--- config.mk ---
export PLATFORM = sky130hd
export DESIGN_NAME = cpu_mul_shift_seq
export DESIGN_NICKNAME = d
export VERILOG_FILES = /design/src/rtl/cpu_mul_shift_seq.sv
export SDC_FILE = /design/constraint.sdc
export NUM_CORES = 1
export LEC_CHECK = 0
export ABC_AREA = 1
export BUFFER_PORTS_ARGS = -buffer_cell sky130_fd_sc_hd__buf_4
export CORE_MARGIN = 1
export CORE_UTILIZATION = 40
export DETAILED_ROUTE_END_ITERATION = 7
export PLACE_DENSITY = 0.78
export SYNTH_ARGS = -nofsm -noshare
export SYNTH_HDL_FRONTEND = slang
export SYNTH_SLANG_ARGS = --single-unit
--- constraint.sdc ---
create_clock -name clk -period 3.2 [get_ports clk]
set_input_delay 0.48 -clock clk [delete_from_list [all_inputs] [get_ports clk]]
set_output_delay 0.48 -clock clk [all_outputs]
set_load 0.01 [all_outputs]
--- src/rtl/cpu_mul_shift_seq.sv ---
// cpu_mul_shift_seq: requester-side sequencer for the CPU multiply cell.
// Accepts MUL and shift/rotate requests and maps each onto cell operands and
// sign/rotate/shift-right controls. It pulses the cell's M then A register
// enables and returns the registered cell result on a response port.
// Handshake: a transfer happens on a rising edge where valid && ready are both
// high. rsp_valid/rsp_data hold stable until rsp_ready is seen.
// Optional macro CPU_MULSEQ_FASTZERO_EN: MUL by zero and shifts by zero skip
// the cell and answer one cycle after accept.
module cpu_mul_shift_seq #(
  parameter int DATA_W         = 32,
  parameter int SHAMT_W        = 5,
  parameter bit ACCEPT_IN_RESP = 1'b1
) (
  input  logic              clk,
  input  logic              reset,
  input  logic              flush,
  input  logic              req_valid,
  output logic              req_ready,
  input  logic [2:0]        req_op,
  input  logic [DATA_W-1:0] req_src1,
  input  logic [DATA_W-1:0] req_src2,
  output logic              rsp_valid,
  input  logic              rsp_ready,
  output logic [DATA_W-1:0] rsp_data,
  output logic [DATA_W-1:0] E_src1_mul_cell,
  output logic [DATA_W-1:0] E_src2_mul_cell,
  output logic              E_ctrl_mul_shift_src1_signed,
  output logic              E_ctrl_mul_shift_src2_signed,
  output logic              M_en,
  output logic              A_en,
  output logic              M_mul_cell_rotate,
  output logic              M_mul_cell_shift_right,
  input  logic [DATA_W-1:0] A_mul_cell_result
);

  localparam logic [2:0] OP_MUL = 3'd0;
  localparam logic [2:0] OP_SLL = 3'd1;
  localparam logic [2:0] OP_SRL = 3'd2;
  localparam logic [2:0] OP_SRA = 3'd3;
  localparam logic [2:0] OP_ROL = 3'd4;
  localparam logic [2:0] OP_ROR = 3'd5;

  typedef enum logic [2:0] {
    S_IDLE  = 3'd0,
    S_ISSUE = 3'd1,
    S_CAPT  = 3'd2,
    S_RESP  = 3'd3,
    S_ZRESP = 3'd4
  } state_t;

  state_t              state_q, state_d;
  logic                ready;
  logic                accept;
  logic [SHAMT_W-1:0]  n;
  logic [SHAMT_W-1:0]  n_neg;
  logic [DATA_W-1:0]   map_src2;
  logic                map_signa;
  logic                map_rot;
  logic                map_shr;
  logic                illegal;
  logic                fast;
  logic [DATA_W-1:0]   fast_data;
  logic [DATA_W-1:0]   zres_q;

  // Shift amount and its negation mod 32. A right shift by n is a multiply by
  // 2^(32-n) with the high word selected.
  assign n     = req_src2[SHAMT_W-1:0];
  assign n_neg = -n;

  // Map the incoming request onto cell operand B and the cell controls.
  always_comb begin
    map_src2  = req_src2;
    map_signa = 1'b0;
    map_rot   = 1'b0;
    map_shr   = 1'b0;
    illegal   = 1'b0;
    case (req_op)
      OP_MUL: map_src2 = req_src2;
      OP_SLL: map_src2 = DATA_W'(1) << n;
      OP_SRL, OP_SRA: begin
        map_signa = (req_op == OP_SRA);
        if (n != '0) begin
          map_src2 = DATA_W'(1) << n_neg;
          map_shr  = 1'b1;
        end else begin
          map_src2 = DATA_W'(1);
        end
      end
      OP_ROL: begin
        map_src2 = DATA_W'(1) << n;
        map_rot  = 1'b1;
      end
      OP_ROR: begin
        map_src2 = DATA_W'(1) << n_neg;
        map_rot  = 1'b1;
      end
      default: begin
        map_src2 = '0;
        illegal  = 1'b1;
      end
    endcase
  end

  // Decide whether the request bypasses the cell, and with what result.
  always_comb begin
`ifdef CPU_MULSEQ_FASTZERO_EN
    fast      = illegal
              || ((req_op == OP_MUL) && ((req_src1 == '0) || (req_src2 == '0)))
              || ((req_op != OP_MUL) && (n == '0));
    fast_data = (!illegal && (req_op != OP_MUL)) ? req_src1 : '0;
`else
    fast      = illegal;
    fast_data = '0;
`endif
  end

  // Next-state, handshake and enable decode; flush overrides everything.
  always_comb begin
    state_d   = state_q;
    ready     = 1'b0;
    rsp_valid = 1'b0;
    rsp_data  = '0;
    M_en      = 1'b0;
    A_en      = 1'b0;
    case (state_q)
      S_IDLE:  ready = 1'b1;
      S_ISSUE: begin
        M_en    = 1'b1;
        state_d = S_CAPT;
      end
      S_CAPT: begin
        A_en    = 1'b1;
        state_d = S_RESP;
      end
      S_RESP: begin
        rsp_valid = 1'b1;
        rsp_data  = A_mul_cell_result;
        if (rsp_ready) begin
          state_d = S_IDLE;
          ready   = ACCEPT_IN_RESP;
        end
      end
      S_ZRESP: begin
        rsp_valid = 1'b1;
        rsp_data  = zres_q;
        if (rsp_ready) begin
          state_d = S_IDLE;
          ready   = ACCEPT_IN_RESP;
        end
      end
      default: state_d = S_IDLE;
    endcase
    if (flush) ready = 1'b0;
    accept = req_valid && ready;
    if (accept) state_d = fast ? S_ZRESP : S_ISSUE;
    if (flush) begin
      state_d   = S_IDLE;
      rsp_valid = 1'b0;
      M_en      = 1'b0;
      A_en      = 1'b0;
    end
  end

  assign req_ready                    = ready;
  assign E_ctrl_mul_shift_src2_signed = 1'b0;

  // State register.
  always_ff @(posedge clk) begin
    if (reset) state_q <= S_IDLE;
    else       state_q <= state_d;
  end

  // Capture cell operands/controls on a cell-bound accept; they then hold.
  always_ff @(posedge clk) begin
    if (reset) begin
      E_src1_mul_cell              <= '0;
      E_src2_mul_cell              <= '0;
      E_ctrl_mul_shift_src1_signed <= 1'b0;
      M_mul_cell_rotate            <= 1'b0;
      M_mul_cell_shift_right       <= 1'b0;
    end else if (accept && !fast) begin
      E_src1_mul_cell              <= req_src1;
      E_src2_mul_cell              <= map_src2;
      E_ctrl_mul_shift_src1_signed <= map_signa;
      M_mul_cell_rotate            <= map_rot;
      M_mul_cell_shift_right       <= map_shr;
    end
  end

  // Result for requests answered without the cell.
  always_ff @(posedge clk) begin
    if (reset)               zres_q <= '0;
    else if (accept && fast) zres_q <= fast_data;
  end

endmodule

==> results.rst <==
.. list-table::
   :header-rows: 1

   * - Metric
     - Value
   * - Routed length per instance
     - between 10 and 15 um
   * - Logic gate share of total power
     - between 20% and 30%
   * - Leading area contributor after synthesis
     - dfxtp_1
   * - Deepest level of the CTS H-tree
     - 3
   * - Number of cells after detailed placement
     - 998
   * - Number of iterations in the first detailed-routing pass
     - 7
   * - Vias in the first global route
     - around 4500
   * - Cell Pwr Density
     - ~370 nW/um2
   * - Post-synthesis average cell area
     - between 6 and 7 um2
   * - Library cells used by synthesis
     - 23
   * - Critical-path cell with the highest stage delay
     - buf_4
   * - Post-layout utilization of the core
     - between 50% and 60%
   * - Max Slew Vio Count
     - 0
   * - Floorplan row count
     - 37
   * - Smallest setup slack after layout
     - 930 ps
   * - Area growth syn-to-layout
     - 40.5%
   * - Slew margin rel.
     - between 30% and 40%
   * - Clock tree from TritonCTS
     - built
   * - Share of final-layout standard cells stronger than drive strength 1
     - around 28%
   * - WP data required
     - ~2700 ps
   * - Initial antenna violation count
     - 0
   * - Post-Route Skew
     - ~9.6 ps
   * - Max Clk Rate
     - 441 MHz
   * - Cell area after technology mapping
     - approximately 4200 um2
   * - CP Capture Type
     - primary output
   * - Violation count after the first detailed-route iteration
     - between 400 and 500
   * - Highest net fanout along the worst path
     - 37
   * - Share of the yosys chip area belonging to registers
     - between 30% and 40%
   * - Post-Route Setup TNS
     - 0 ps
   * - Number of buffers inserted by post-CTS setup repair
     - 0
   * - Starting Density
     - ~40%
   * - Port-buffer cells
     - approximately 200
   * - CTS buffer count
     - 9
   * - Number of hold violations in the final report
     - 0
   * - Outcome
     - finished clean
   * - Sw Ratio
     - between 30 and 40%
   * - Detailed placement HPWL
     - 9410 um
   * - Internal power contribution
     - between 0.001 and 0.0015 W
   * - Total wire length after detailed routing
     - roughly 13000 um
   * - Worst slack on hold paths
     - between 400 and 500 ps
   * - Count of maximum capacitance violations
     - 0
   * - Number of DRC violations after detailed routing
     - 0
   * - Total of hold buffers inserted after clock tree synthesis
     - 0
   * - Wire length of the first global-routing pass
     - around 22000 um
   * - Storage cell area
     - around 1400 um2
   * - Area share of the largest cell type after synthesis
     - around a third
   * - Standard cell core area
     - 10300 um2
   * - Setup CP Type
     - flip-flop to primary output
   * - Critical path's largest stage delay
     - 390 ps
   * - Clock network fraction of design power
     - between 30% and 40%
   * - Transition time at the pin with the least slew margin
     - approximately 990 ps
   * - Root buffer cell
     - clkbuf_8
   * - Number of fill cells
     - ~1000
   * - Die outline area
     - ~11000 um2
   * - Routability cong.
     - 0.927
   * - Dominant cell type by count on the critical path
     - nand2_1
   * - Crit path cell chain
     - inv_2 -> nand2_1 -> nor2_1 -> nand2_1 -> nand2_1 -> buf_4 -> buf_4
   * - Post-Layout Cell Count
     - 1014
   * - Maximum buffer depth of the clock tree
     - 2
   * - Classification of the worst-slack hold path
     - primary input to flip-flop
   * - Cells taking the most area after synthesis
     - dfxtp_1 (33%), nand2_1 (18%), nor2_1 (11%), nand4_1 (9.2%), inv_1 (7.7%)
   * - Overflow left after global routing
     - 0
   * - Remaining antenna violation count
     - 0
   * - Largest net degree at the start of global routing
     - 52
   * - RSZ-0062 raised after global routing
     - false
   * - Startpoint type of the worst setup path
     - flip-flop
   * - Clock sink total
     - 70
   * - Die height
     - between 100 and 150 um
   * - Die extent in x
     - 105 um
   * - Post-placement worst setup slack
     - around 940 ps
   * - Nets
     - a little under 1000
   * - Number of diodes added for antenna fixing
     - 0
   * - Crit path arrival time
     - 1790 ps
   * - Post-route fraction of the period consumed by the critical path
     - between 70% and 80%
   * - Synth Register Bits
     - 70
   * - Global-route usage over all layers
     - between 20 and 25%
   * - Sequential fraction of design power
     - 44.0%
   * - Final critical delay including setup and external delays
     - 2270 ps
   * - Number of gates given a new drive strength after cts
     - 0
   * - Net count of the mapped netlist
     - 804
   * - Top-level port count
     - 208
   * - Worst vdd ir
     - approximately 0.00028 V
   * - DR vias/cell
     - around 4.9
   * - Area of the multi-input gates
     - about 2200 um2
   * - Via count of the routed design
     - approximately 4900
   * - Clock Latency Late Sink
     - around 350 ps
   * - Leak
     - 3.19 nW
   * - Clock-pin slew reported for the worst setup and hold paths after clock tree synthesis
     - 90 ps
   * - Gate count of the mapped netlist
     - approximately 700
   * - Setup violations, final
     - 0
   * - Net switching power figure
     - ~0.0007 W
   * - Warnings, synthesis
     - 0
-- path summary, 6_finish.rpt --
path | start | end | slack, ps | cells after the start
worst max-delay path | state_q[2] | req_ready | 930 | 7
worst min-delay path | req_src1[3] | E_src1_mul_cell[3] | 400 | 3
worst max register to register | state_q[2] | E_src2_mul_cell[1] | 1190 | 10
worst min register to register | E_src1_mul_cell[11] | E_src1_mul_cell[11] | 460 | 2
-- registers in the layout, summed over array words and instances, names as in the netlist --
name	cells
E_src1_mul_cell	32
E_src2_mul_cell	32
state_q	3
E_ctrl_mul_shift_src1_signed	1
M_mul_cell_rotate	1
M_mul_cell_shift_right	1
-- synthesized netlist by cell type --
cell and count:
nor2_1 125, nand2_2 1, nand3_2 3, buf_6 4
clkinv_1 1, o21ai_0 3, buf_2 14, clkbuf_1 19
conb_1 1, nor2_2 1, nor3_1 1, buf_4 12
nand4_1 62, dfxtp_1 70, ha_1 3, a21oi_1 42
a21boi_0 4, nand2_1 197, nand3_1 23, inv_1 87
inv_2 6, a31oi_1 1, o21a_1 17
-- layer usage --
metal	part of all wire [%]	vias to the layer above	track usage, %
met3	7.3	26	4.80
met5	0	-	0
met2	46	198	39.5
met4	2.3	0	8.85
li1	-	2535	-
met1	44	2168	31.3
-- cell type report --
type                       count  share of cell area (%)
multi-input combinational    484                    37.1
clock inverter                 6                   0.760
timing repair buffer         214                    27.3
sequential                    70                    23.6
inverter                      94                    5.95
clock buffer                  10                    2.32
tap                          136                    2.87
-- worst max-delay path: cells and delay by family (launching register included) --
kind,cells,cell delay [ps]
buf+inv,3,680
simple gates,4,410
flops,1,340
-- logic make-up after synthesis --
kind of cell             after synthesis  share of synthesized area, %
AND/OR/NAND/NOR                      413                          41.7
flip-flops                            70                          33.2
buffers and inverters                143                          14.9
AO/OA/AOI/OAI                         67                          9.22
other                                  1                        0.0889
adder cells (fa/ha/maj)                3                         0.890
-- cell usage in the layout (no fill, tap or decap) --
cell type   count
a21boi_0        4
a21oi_1        42
a31oi_1         1
buf_12          1
buf_4         213
clkbuf_8       10
clkinv_1        1
clkinv_2        1
clkinvlp_4      3
conb_1          1
dfxtp_1        70
ha_1            3
inv_1          87
inv_2           6
inv_6           2
nand2_1       197
nand2_2         1
nand3_1        22
nand3_2         3
nand3_4         1
nand4_1        62
nor2_1        125
nor2_2          1
nor3_1          1
o21a_1         17
o21ai_0         3
-- power by group through the flow --
stage	clock network [W]	logic, W	registers [W]
after floorplan	0	0.000280	0.000997
after global placement	0	0.000534	0.000975
after detailed placement	0	0.000537	0.000976
after CTS	0.000689	0.000540	0.000956
after global routing	0.000730	0.000601	0.000963
final	0.000676	0.000542	0.000956
-- stage by stage --
step / power [W] / cell area [um2]
after global placement: 0.00151 / 5750
after detailed placement: 0.00151 / 5750
final: 0.00217 / 5930
after floorplan: 0.00128 / 4220
after global routing: 0.00229 / 5930
after CTS: 0.00218 / 5930
Power figures use the tool's default switching activity.
